--- src/rtl/vga_box_renderer.sv ---
// vga_box_renderer: pixel generator downstream of the VGA timing controller.
// Draws a solid background, a 1-pixel screen-edge frame and a square box that
// bounces off the screen edges once per frame. Two-stage output pipeline keeps
// RGB and the re-timed syncs mutually aligned, two cycles behind the inputs.
module vga_box_renderer #(
   parameter int unsigned H_ORG    = 297,
   parameter int unsigned V_ORG    = 36,
   parameter int unsigned H_ACT    = 1023,
   parameter int unsigned V_ACT    = 767,
   parameter int unsigned BOX      = 64,
   parameter int unsigned STEP     = 4,
   parameter int unsigned BOX_X0   = 0,
   parameter int unsigned BOX_Y0   = 0,
   parameter logic [11:0] BOX_RGB  = 12'hF00,
   parameter logic [11:0] BG_RGB   = 12'h008,
   parameter logic [11:0] EDGE_RGB = 12'hFFF
) (
   input  logic        clk_65M,
   input  logic        clear_n,
   input  logic        run,
   input  logic [16:0] H_cnt,
   input  logic [16:0] V_cnt,
   input  logic        Vid_on,
   input  logic        H_sync,
   input  logic        V_sync,
   output logic [3:0]  vga_r,
   output logic [3:0]  vga_g,
   output logic [3:0]  vga_b,
   output logic        hs_out,
   output logic        vs_out,
   output logic [10:0] box_x,
   output logic [10:0] box_y
);

   localparam logic [1:0] StWait = 2'd0;
   localparam logic [1:0] StUpdX = 2'd1;
   localparam logic [1:0] StUpdY = 2'd2;

   // Screen coordinates, 17-bit subtraction truncated to 11 bits
   logic [10:0] x_c;
   logic [10:0] y_c;
   logic        tick_c;
   logic        in_box_c;
   logic        edge_c;

   // Motion state
   logic [1:0]  state_q, state_d;
   logic [10:0] box_x_q, box_x_d;
   logic [10:0] box_y_q, box_y_d;
   logic        dx_q, dx_d;
   logic        dy_q, dy_d;

   // Stage 1 registers
   logic        in_box_q;
   logic        edge_q;
   logic        vid1_q;
   logic        hs1_q;
   logic        vs1_q;

   // Stage 2 registers
   logic [11:0] rgb_q, rgb_d;
   logic        hs2_q;
   logic        vs2_q;

   // Coordinate generation and pixel classification compares
   always_comb begin
      logic [11:0] bx;
      logic [11:0] by;
      logic [11:0] px;
      logic [11:0] py;
      x_c      = 11'(H_cnt - 17'(H_ORG));
      y_c      = 11'(V_cnt - 17'(V_ORG));
      tick_c   = (H_cnt == 17'd0) && (V_cnt == 17'd0);
      // Widen to 12 bits so box_x + BOX cannot wrap
      bx       = {1'b0, box_x_q};
      by       = {1'b0, box_y_q};
      px       = {1'b0, x_c};
      py       = {1'b0, y_c};
      in_box_c = (px >= bx) && (px < bx + 12'(BOX)) &&
                 (py >= by) && (py < by + 12'(BOX));
      edge_c   = (x_c == 11'd0) || (x_c == 11'(H_ACT - 1)) ||
                 (y_c == 11'd0) || (y_c == 11'(V_ACT - 1));
   end

   // Stage 1: register compare results and pass-through controls
   always_ff @(posedge clk_65M or negedge clear_n) begin
      if (!clear_n) begin
         in_box_q <= 1'b0;
         edge_q   <= 1'b0;
         vid1_q   <= 1'b0;
         hs1_q    <= 1'b1;
         vs1_q    <= 1'b1;
      end else begin
         in_box_q <= in_box_c;
         edge_q   <= edge_c;
         vid1_q   <= Vid_on;
         hs1_q    <= H_sync;
         vs1_q    <= V_sync;
      end
   end

   // Colour select: blanking beats edge beats box beats background
   always_comb begin
      rgb_d = BG_RGB;
      if (!vid1_q) begin
         rgb_d = 12'h000;
      end else if (edge_q) begin
         rgb_d = EDGE_RGB;
      end else if (in_box_q) begin
         rgb_d = BOX_RGB;
      end
   end

   // Stage 2: final RGB and re-timed syncs
   always_ff @(posedge clk_65M or negedge clear_n) begin
      if (!clear_n) begin
         rgb_q <= 12'h000;
         hs2_q <= 1'b1;
         vs2_q <= 1'b1;
      end else begin
         rgb_q <= rgb_d;
         hs2_q <= hs1_q;
         vs2_q <= vs1_q;
      end
   end

   // Motion FSM: one axis per cycle after the frame tick
   always_comb begin
      state_d = state_q;
      box_x_d = box_x_q;
      box_y_d = box_y_q;
      dx_d    = dx_q;
      dy_d    = dy_q;
      case (state_q)
         StWait: begin
            if (tick_c && run) begin
               state_d = StUpdX;
            end
         end
         StUpdX: begin
            state_d = StUpdY;
            if (dx_q) begin
               if ({1'b0, box_x_q} + 12'(BOX + STEP) > 12'(H_ACT)) begin
                  box_x_d = 11'(H_ACT - BOX);
                  dx_d    = 1'b0;
               end else begin
                  box_x_d = box_x_q + 11'(STEP);
               end
            end else begin
               if (box_x_q < 11'(STEP)) begin
                  box_x_d = 11'd0;
                  dx_d    = 1'b1;
               end else begin
                  box_x_d = box_x_q - 11'(STEP);
               end
            end
         end
         StUpdY: begin
            state_d = StWait;
            if (dy_q) begin
               if ({1'b0, box_y_q} + 12'(BOX + STEP) > 12'(V_ACT)) begin
                  box_y_d = 11'(V_ACT - BOX);
                  dy_d    = 1'b0;
               end else begin
                  box_y_d = box_y_q + 11'(STEP);
               end
            end else begin
               if (box_y_q < 11'(STEP)) begin
                  box_y_d = 11'd0;
                  dy_d    = 1'b1;
               end else begin
                  box_y_d = box_y_q - 11'(STEP);
               end
            end
         end
         default: state_d = StWait;
      endcase
   end

   // Motion state registers
   always_ff @(posedge clk_65M or negedge clear_n) begin
      if (!clear_n) begin
         state_q <= StWait;
         box_x_q <= 11'(BOX_X0);
         box_y_q <= 11'(BOX_Y0);
         dx_q    <= 1'b1;
         dy_q    <= 1'b1;
      end else begin
         state_q <= state_d;
         box_x_q <= box_x_d;
         box_y_q <= box_y_d;
         dx_q    <= dx_d;
         dy_q    <= dy_d;
      end
   end

   assign vga_r  = rgb_q[11:8];
   assign vga_g  = rgb_q[7:4];
   assign vga_b  = rgb_q[3:0];
   assign hs_out = hs2_q;
   assign vs_out = vs2_q;
   assign box_x  = box_x_q;
   assign box_y  = box_y_q;

endmodule

--- config.mk ---
export PLATFORM = sky130hd
export DESIGN_NAME = vga_box_renderer
export DESIGN_NICKNAME = d
export VERILOG_FILES = /design/src/rtl/vga_box_renderer.sv
export SDC_FILE = /design/constraint.sdc
export NUM_CORES = 1
export LEC_CHECK = 0
export BUFFER_PORTS_ARGS = -buffer_cell sky130_fd_sc_hd__buf_4
export CAP_MARGIN = 20
export CORE_MARGIN = 2
export CORE_UTILIZATION = 30
export DETAILED_ROUTE_END_ITERATION = 12
export SYNTH_ARGS = -nofsm -noshare
export SYNTH_HDL_FRONTEND = slang
export SYNTH_SLANG_ARGS = --single-unit
export TNS_END_PERCENT = 5
--- constraint.sdc ---
create_clock -name clk_65M -period 2.1 [get_ports clk_65M]
set_input_delay 0.63 -clock clk_65M [delete_from_list [all_inputs] [get_ports clk_65M]]
set_output_delay 0.63 -clock clk_65M [all_outputs]
set_load 0.03 [all_outputs]
# [After elaboration in Yosys (flattened, before gate mapping)]
# Index checks and enable logic that the tools add are counted.
[totals] ff_bits=45 inputBits=40 output_inout_bits=36 word_cells=66
[classes] addsub=10 order_cmp=8 n_eq_ne=5 mux=17 reduce_logical=13
[ops] operator="$mux W11" n=6
[ops] operator="$add A11 B7 Y12 const B" n=4
[ops] operator="$mux W12" n=3
[ops] operator="$logic_not A17 Y1" n=2
[ops] operator="$gt A12 B10 Y1 const B" n=2
[ops] operator="$lt A11 B12 Y1" n=2
[ops] operator="$add A11 B3 Y11 const B" n=2
[ops] operator="$eq A11 B10 Y1 const B" n=2
[ops] operator="$ge A11 B11 Y1" n=2
[ops] operator="$logic_not A11 Y1" n=2
[ops] operator="$lt A11 B3 Y1 const B" n=2
[ops] operator="$sub A11 B3 Y11 const B" n=2
[ops] operator="$sub A11 B6 Y11 const B" n=1
[ops] operator="$sub A11 B9 Y11 const B" n=1
[ops] operator="$mux W1" n=6
[ops] operator="$logic_and A1 B1 Y1" n=5
[ops] operator="$pmux W2 S2" n=1
[ops] operator="$logic_or A1 B1 Y1" n=3
[ops] operator="$eq A2 B1 Y1 const B" n=1
[ops] operator="$eq A2 B2 Y1 const B" n=1
[ops] operator="$logic_not A2 Y1" n=1
[ops] operator="$mux W2" n=1
[ops] operator="$ne A2 B2 Y1 const B" n=1

# [Depth between registers and ports, before layout]
# Gate-level depths: netlist of run 1.
[depth] word_depth=5 depth_mapped=13 ltp_nobuf=13

# [Worst setup path before layout of run 1]
# No wires, ideal clock.
[synth_path] kind="input to register" startpoint="in H_cnt[1]" endpoint="reg in_box_q" setup_ps=120 arrival_ps=2697 required_time_ps=1980 path_slack_ps=-717 path_stages=12 n_path_buf=0 cell_sequence="inv_1 ha_1 nor2b_1 o21ai_0 xnor2_1 ha_1 and3_1 a221o_1 a31oi_1 maj3_1 o21ai_0 and3_1"
[synth_via] elab_chain_len=5
[synth_rtl] element="start, declared" line="21" text="input logic [16:0] H_cnt,"
[synth_rtl] element="$sub A11 B9 Y11 *" line="71" text="x_c = 11'(H_cnt - 17'(H_ORG));"
[synth_rtl] element="$lt A11 B12 Y1 / $ge A11 B11 Y1 (equally long branches)" line="79" text="in_box_c = (px >= bx) && (px < bx + 12'(BOX)) &&"
[synth_rtl] element="$logic_and A1 B1 Y1 * (2 in a row)" line="79"
[synth_rtl] element="$logic_and A1 B1 Y1 *" line="80" text="(py >= by) && (py < by + 12'(BOX));"
[synth_rtl] element="net in_box_c" line="43" text="logic in_box_c;"
[synth_rtl] element="end signal, assigned" line="94" text="in_box_q <= in_box_c;"
[synth_rtl] element="end, declared" line="54" text="logic in_box_q;"
# The timed path passes the listed nets; every way through them passes the cells marked *.
# A chain may end at the register's enable or synchronous reset.

# [Worst setup path after layout of run 1]
[layout_path] startpoint="in H_cnt[2]" endpoint="reg in_box_q"
# Same word-level chain as after synthesis.

==> results of run 1 <==
-- kinds of logic (layout without fill, tap and decap cells) --
logic type	Yosys count	after routing
muxes	5	5
adders and majority gates	47	47
DFF	34	34
xor gates and xnor gates	21	21
and+or+nand+nor	148	148
buffers and inverters	68	198
AOI/OAI and AO/OA	125	125
-- worst paths after layout --
kind | startpoint | end | slack (ns) | cells after the start
setup / recovery | H_cnt[2] | in_box_q | -0.47 | 10
hold / removal | clear_n | box_y[2] | 0.30 | 1
setup reg to reg | box_y[6] | in_box_q | -0.01 | 9
hold reg to reg | hs1_q | hs_out | 0.35 | 0
max in group asynchronous | clear_n | dx_q | 1.43 | 1
min in group clk_65M | hs1_q | hs_out | 0.35 | 0
-- timing repair --
item,in CTS,in global routing
gates cloned,0,0
gates resized for setup,5,19
setup endpoints to repair,6,17
pin swaps,4,11
buffers inserted,0,2
-- layout by cell type, fill, tap and decap left out, types with 3 or more instances in the layout --
| cell | n |
|---|---|
| o21ai_1 | 3 |
| nand2_1 | 28 |
| nor4_1 | 6 |
| inv_1 | 36 |
| o21a_1 | 4 |
| buf_4 | 148 |
| dfstp_2 | 6 |
| a22o_1 | 4 |
| or4_1 | 3 |
| nand2b_1 | 10 |
| clkbuf_16 | 5 |
| xnor2_1 | 12 |
| o22a_1 | 3 |
| o31a_1 | 3 |
| a31oi_1 | 7 |
| nor3_1 | 16 |
| o211ai_1 | 6 |
| a211o_1 | 4 |
| ha_1 | 42 |
| nand4_1 | 8 |
| o22ai_1 | 3 |
| a21o_1 | 3 |
| and3_1 | 6 |
| a21oi_1 | 27 |
| xor2_1 | 7 |
| dfrtp_1 | 28 |
| o21ai_0 | 24 |
| nor2b_1 | 6 |
| nor2_1 | 22 |
| and2_1 | 4 |
| or3_1 | 4 |
| nand3_1 | 15 |
| buf_6 | 3 |
| mux2i_1 | 5 |
-- power by group through the flow --
stage	Clock, mW	Combinational [mW]	Sequential, mW
CTS	1.00	0.479	0.672
detailed placement	0	0.471	0.684
floorplan	0	0.236	0.692
global placement	0	0.457	0.683
global route	1.03	0.551	0.673
finish	0.973	0.496	0.672
-- critical path, stage by stage --
cell      delay, ns
buf_8          0.10
o311a_4        0.39
a211oi_4       0.24
ha_4           0.26
a21o_1         0.20
a221o_1        0.31
a31oi_1        0.17
maj3_2         0.21
o21ai_1        0.06
and3_1         0.15
-- per-stage QoR --
step | std cells | power [mW] | cell area, um2
after floorplan | 448 | 0.928 | 3700
after global placement | 715 | 1.14 | 4850
after detailed placement | 715 | 1.16 | 4850
after CTS | 723 | 2.15 | 5080
after global routing | 725 | 2.25 | 5180
final | 725 | 2.14 | 5180
-- flip-flops by register name (all words and copies together), names as in the netlist --
name,count
dx_q,1
box_x,10
hs_out,1
hs1_q,1
dy_q,1
vs_out,1
vid1_q,1
rgb_q,3
edge_q,1
in_box_q,1
box_y,10
state_q,2
vs1_q,1
-- layer usage --
metal,vias up,track usage [%]
li1,1896,-
met5,-,0
met4,0,3.98
met1,1826,21.5
met2,107,28.4
met3,12,1.69
-- final cells by class --
cell class	instances	share of cell area (%)
clock buffers	5	2.42
flip-flops and latches	34	16.6
multi-input cells	346	50.9
well taps	147	3.55
clock inverters	3	1.33
inverters	38	2.85
repair buffers	152	22.4
==> results.tsv, run 1 <==
metric	value	unit
status	finished, violations left	
violations	negative setup slack	
dpl.hpwl	8480	um
hold_ws	0.298	ns
synth_top_family_by_area	compound AO/OA/AOI/OAI gates	
syn-num-nets	534	
gp_congestion	0.902	
viasPerCell	5.30	
min_period	2.57	ns
ys_warn_count	0	
chipWidth	114	um
hold_path_class	in2async	
skew	0.00872	ns
cts.sinks	34	
synth_compound_area_share	23.7	%
cts_tree	yes	
chipHeight	114	um
synth_edf_count	0	
multiInputGateArea	0.00263	mm2
p_leak	2.37	nW
antenna_cells	0	
worst_ep_required_time	2.26	ns
synthCells	448	
ys_seq_area_share	23.5	%
drtIter0Drc	277	
synthTopCellsByCount	ha_1 (46), inv_1 (38), nand2_1 (30)	
synth_top_area_cell	dfrtp_1	
ff_latch_area	858	um2
start_util	30.6	%
synth.mux.area_fraction	1.37	%
top_layer	met4	
dr_wl_met3	344	um
synthXorXnorAreaFrac	5.03	%
rsz0062_at_grt	true	
power_density	414	mW/mm2
fill_cells	1194	
seqPwrFrac	31.4	%
grt_max_degree	35	
dr.pass1.iters	4	
via_count	3841	
ys_async_sr_fraction	100	%
netlist_area	0.00366	mm2
synthDistinctLibCells	67	
insertion_delay	0.28	ns
setup_viol_count_final	2	
yosys.area_share.simple	22.2	%
antenna_found_initial	0	
port_buffers	75	
synth_area_leaders	dfrtp_1 (19%), ha_1 (16%), dfstp_2 (4.3%), inv_1 (3.9%), o21ai_0 (3.8%)	
end_kind	flop	
worstSetupPathType	in2reg	
ir_drop	389	uV
clkTransAtPathRegs	0.06	ns
crit_path_start_kind	input pin	
maxCapViolCount	0	
synth.most_common_cell	ha_1	
num_rows	40	
cts_hold_buf	0	
nets	663	
wl	10600	um
drc	0	
yosysTopAreaCellShare	19.2	%
grt_overflow	0	
pre_cts_ws	-0.783	ns
tns	-0.687	ns
grt_pass1_wl	17600	um
fin_crit_sh	122	%
htreeDepth	2	
design.core.area	0.0120	mm2
worstPathArrival	2.72	ns
numCtsBuffers	5	
clockBufferDepth	2	
swShare	25.0	%
pin_count	76	
synth-seq-cells	34	
drive_above_1_share	33.7	%
path_max_fanout	4	
finalHoldViolations	0	
switching_power	0.535	mW
clockRootBuffer	clkbuf_16	
syn_avg_cell_area	8.16	um2
final_util	43.3	%
synth_ff_type	dfrtp_1	
syn_to_final_growth	41.6	%
die_area	0.0131	mm2
max_freq	390	MHz
synth_fa_ha_area_share	16.0	%
met1Wirelength	4930	um
p_int	1.61	mW
ant_nets	0	
clkPwrFrac	45.4	%
tightest_slew	0.561	ns
wl_per_cell	14.7	um
worst_slack	-0.466	ns
track_usage	16.3	%
maxSlewViolCount	0	
grt_pass1_vias	3684	
pwr-share-comb	23.2	%
relSlewSlack	62.3	%
wl_met2	5250	um
(Power assumes the default switching activity.)
==> run 2, diff against run 1 <==
--- a/config.mk
+++ b/config.mk
@@ -13,4 +13,3 @@
 export SYNTH_ARGS = -nofsm -noshare
 export SYNTH_HDL_FRONTEND = slang
 export SYNTH_SLANG_ARGS = --single-unit
-export TNS_END_PERCENT = 5
==> constraint.sdc (replaced) <==
create_clock -name clk_65M -period 2.2 [get_ports clk_65M]
set_input_delay 0.66 -clock clk_65M [delete_from_list [all_inputs] [get_ports clk_65M]]
set_output_delay 0.66 -clock clk_65M [all_outputs]
set_load 0.03 [all_outputs]
==> results.tsv, run 2 (synthesis gave the netlist of run 1 again) <==
metric	value	unit	change
grt_pass1_wl	18100	um	was 17600 um
htreeDepth	2		unchanged
grt_max_degree	35		unchanged
fin_crit_sh	116	%	
drtIter0Drc	248		was 277
die_area	0.0131	mm2	unchanged
crit_family	compound AO/OA/AOI/OAI gates		unchanged
relSlewSlack	64.4	%	was 62.3%
insertion_delay	0.28	ns	about the same
violations	negative setup slack		unchanged
pin_count	76		unchanged
layout.cells.most_common	buf_4		unchanged
design.core.area	0.0120	mm2	unchanged
ant_nets	0		unchanged
worst_ep_required_time	2.37	ns	was 2.26 ns
wl	11000	um	was 10600 um
max_stage_delay	0.40	ns	was 0.39 ns
clkTransAtPathRegs	0.06	ns	about the same
cts_tree	yes		unchanged
antenna_found_initial	0		unchanged
worstSetupPathType	in2reg		unchanged
via_count	3824		was 3841
postLayoutCellArea	0.00512	mm2	was 0.00518 mm2
gp_congestion	0.924		was 0.902
port_buffers	75		unchanged
wl_per_cell	15.3	um	was 14.7 um
worst_slack	-0.358	ns	was -0.466 ns
finalHoldViolations	0		unchanged
min_period	2.56	ns	
end_kind	flop		unchanged
start_util	30.6	%	unchanged
chipWidth	114	um	unchanged
crit_path_start_kind	input pin		unchanged
slowest_stage	o311a_4		unchanged
viasPerCell	5.31		was 5.30
tightest_slew	0.529	ns	was 0.561 ns
dpl_cell_area	0.00482	mm2	was 0.00485 mm2
drive_above_1_share	33.2	%	was 33.7%
nets	658		was 663
clockBufferDepth	2		unchanged
ir_drop	300	uV	was 389 uV
chipHeight	114	um	unchanged
layout_common_cells	buf_4 (143), ha_1 (44), inv_1 (35)		was buf_4 (148), ha_1 (42), inv_1 (36)
grt_pass1_vias	3771		was 3684
clockRootBuffer	clkbuf_16		unchanged
p_leak	2.35	nW	was 2.37 nW
num_rows	40		unchanged
drc	0		unchanged
status	finished, violations left		unchanged
crit_buf_inv	1		unchanged
maxCapViolCount	0		unchanged
syn_to_final_growth	40.0	%	was 41.6%
path_max_fanout	4		unchanged
maxSlewViolCount	0		unchanged
worstPathArrival	2.73	ns	was 2.72 ns
setup_viol_count_final	1		was 2
dpl.hpwl	8550	um	was 8480 um
max_freq	391	MHz	
worstPathCellList	buf_6 > o311a_4 > a211oi_4 > ha_4 > a21o_1 > a221o_1 > a31oi_1 > maj3_2 > o21ai_1 > and3_1		was buf_8 > o311a_4 > a211oi_4 > ha_4 > a21o_1 > a221o_1 > a31oi_1 > maj3_2 > o21ai_1 > and3_1
power_density	388	mW/mm2	was 414 mW/mm2
hold_path_class	in2async		unchanged
dr.pass1.iters	4		unchanged
numCtsBuffers	5		unchanged
grt_overflow	0		unchanged
final_util	42.8	%	was 43.3%
skew	0.00684	ns	was 0.00872 ns
cts.sinks	34		unchanged
pre_cts_ws	-0.701	ns	was -0.783 ns
track_usage	17.0	%	was 16.3%
rsz0062_at_grt	true		unchanged
antenna_cells	0		unchanged
[run 2: cell types whose count changed in the layout (fill, tap and decap cells not counted), sizes merged]
cell / delta
clkinv: -1
buf: -5
bufinv: -1
clkbuf: +2
[run 2: area by class of cell]
class / instances / area (um2)
multi-input cells: 346 / 2630
well taps: 147 / 184
fillers: 1203 / 6840
clock buffers: 7 / 143
clock inverters: 1 / 30.0
repair buffers: 147 / 1130
flip-flops and latches: 34 / 861
inverters: 38 / 148
[run 2: layer usage]
layer / part of all wire, % / routed length [um] / track usage (%)
met5: 0 / 0 / 0
met4: 1.4 / 153 / 3.98
met3: 3.8 / 422 / 2.01
met2: 49 / 5370 / 30.7
met1: 46 / 5050 / 21.4
[run 2: final timing paths]
check / startpoint / endpoint / slack (ns) / cells past startpoint
max in group asynchronous: clear_n / hs1_q / 1.51 / 1
hold / removal: clear_n / box_y[3] / 0.33 / 1
setup reg to reg: box_y[6] / in_box_q / 0.05 / 9
hold reg to reg: hs1_q / hs_out / 0.35 / 0
setup / recovery: H_cnt[2] / in_box_q / -0.36 / 10
min in group clk_65M: hs1_q / hs_out / 0.35 / 0
[run 2: through the flow]
stage	TNS (ns)	total power, mW	std cells	hold WS [ns]
final	-0.358	1.99	720	0.326
after global routing	-0.462	2.09	720	0.362
after CTS	-0.354	2.01	720	0.353
after detailed placement	-1.19	1.11	710	0.348
after global placement	-1.12	1.09	710	0.350
after floorplan	-0.438	0.886	448	0.345
[run 2: what timing repair did]
action	in CTS	in global routing
pin swaps	6	6
endpoints found under the setup margin	2	8
setup buffers	2	0
gates resized for setup	14	10
hold buffers	0	0
[run 2: power breakdown]
group	internal, mW	total (mW)	leakage [nW]	switching [mW]
Sequential	0.637	0.641	0.446	0.00371
Clock	0.567	0.865	0.0841	0.298
Combinational	0.251	0.482	1.82	0.232
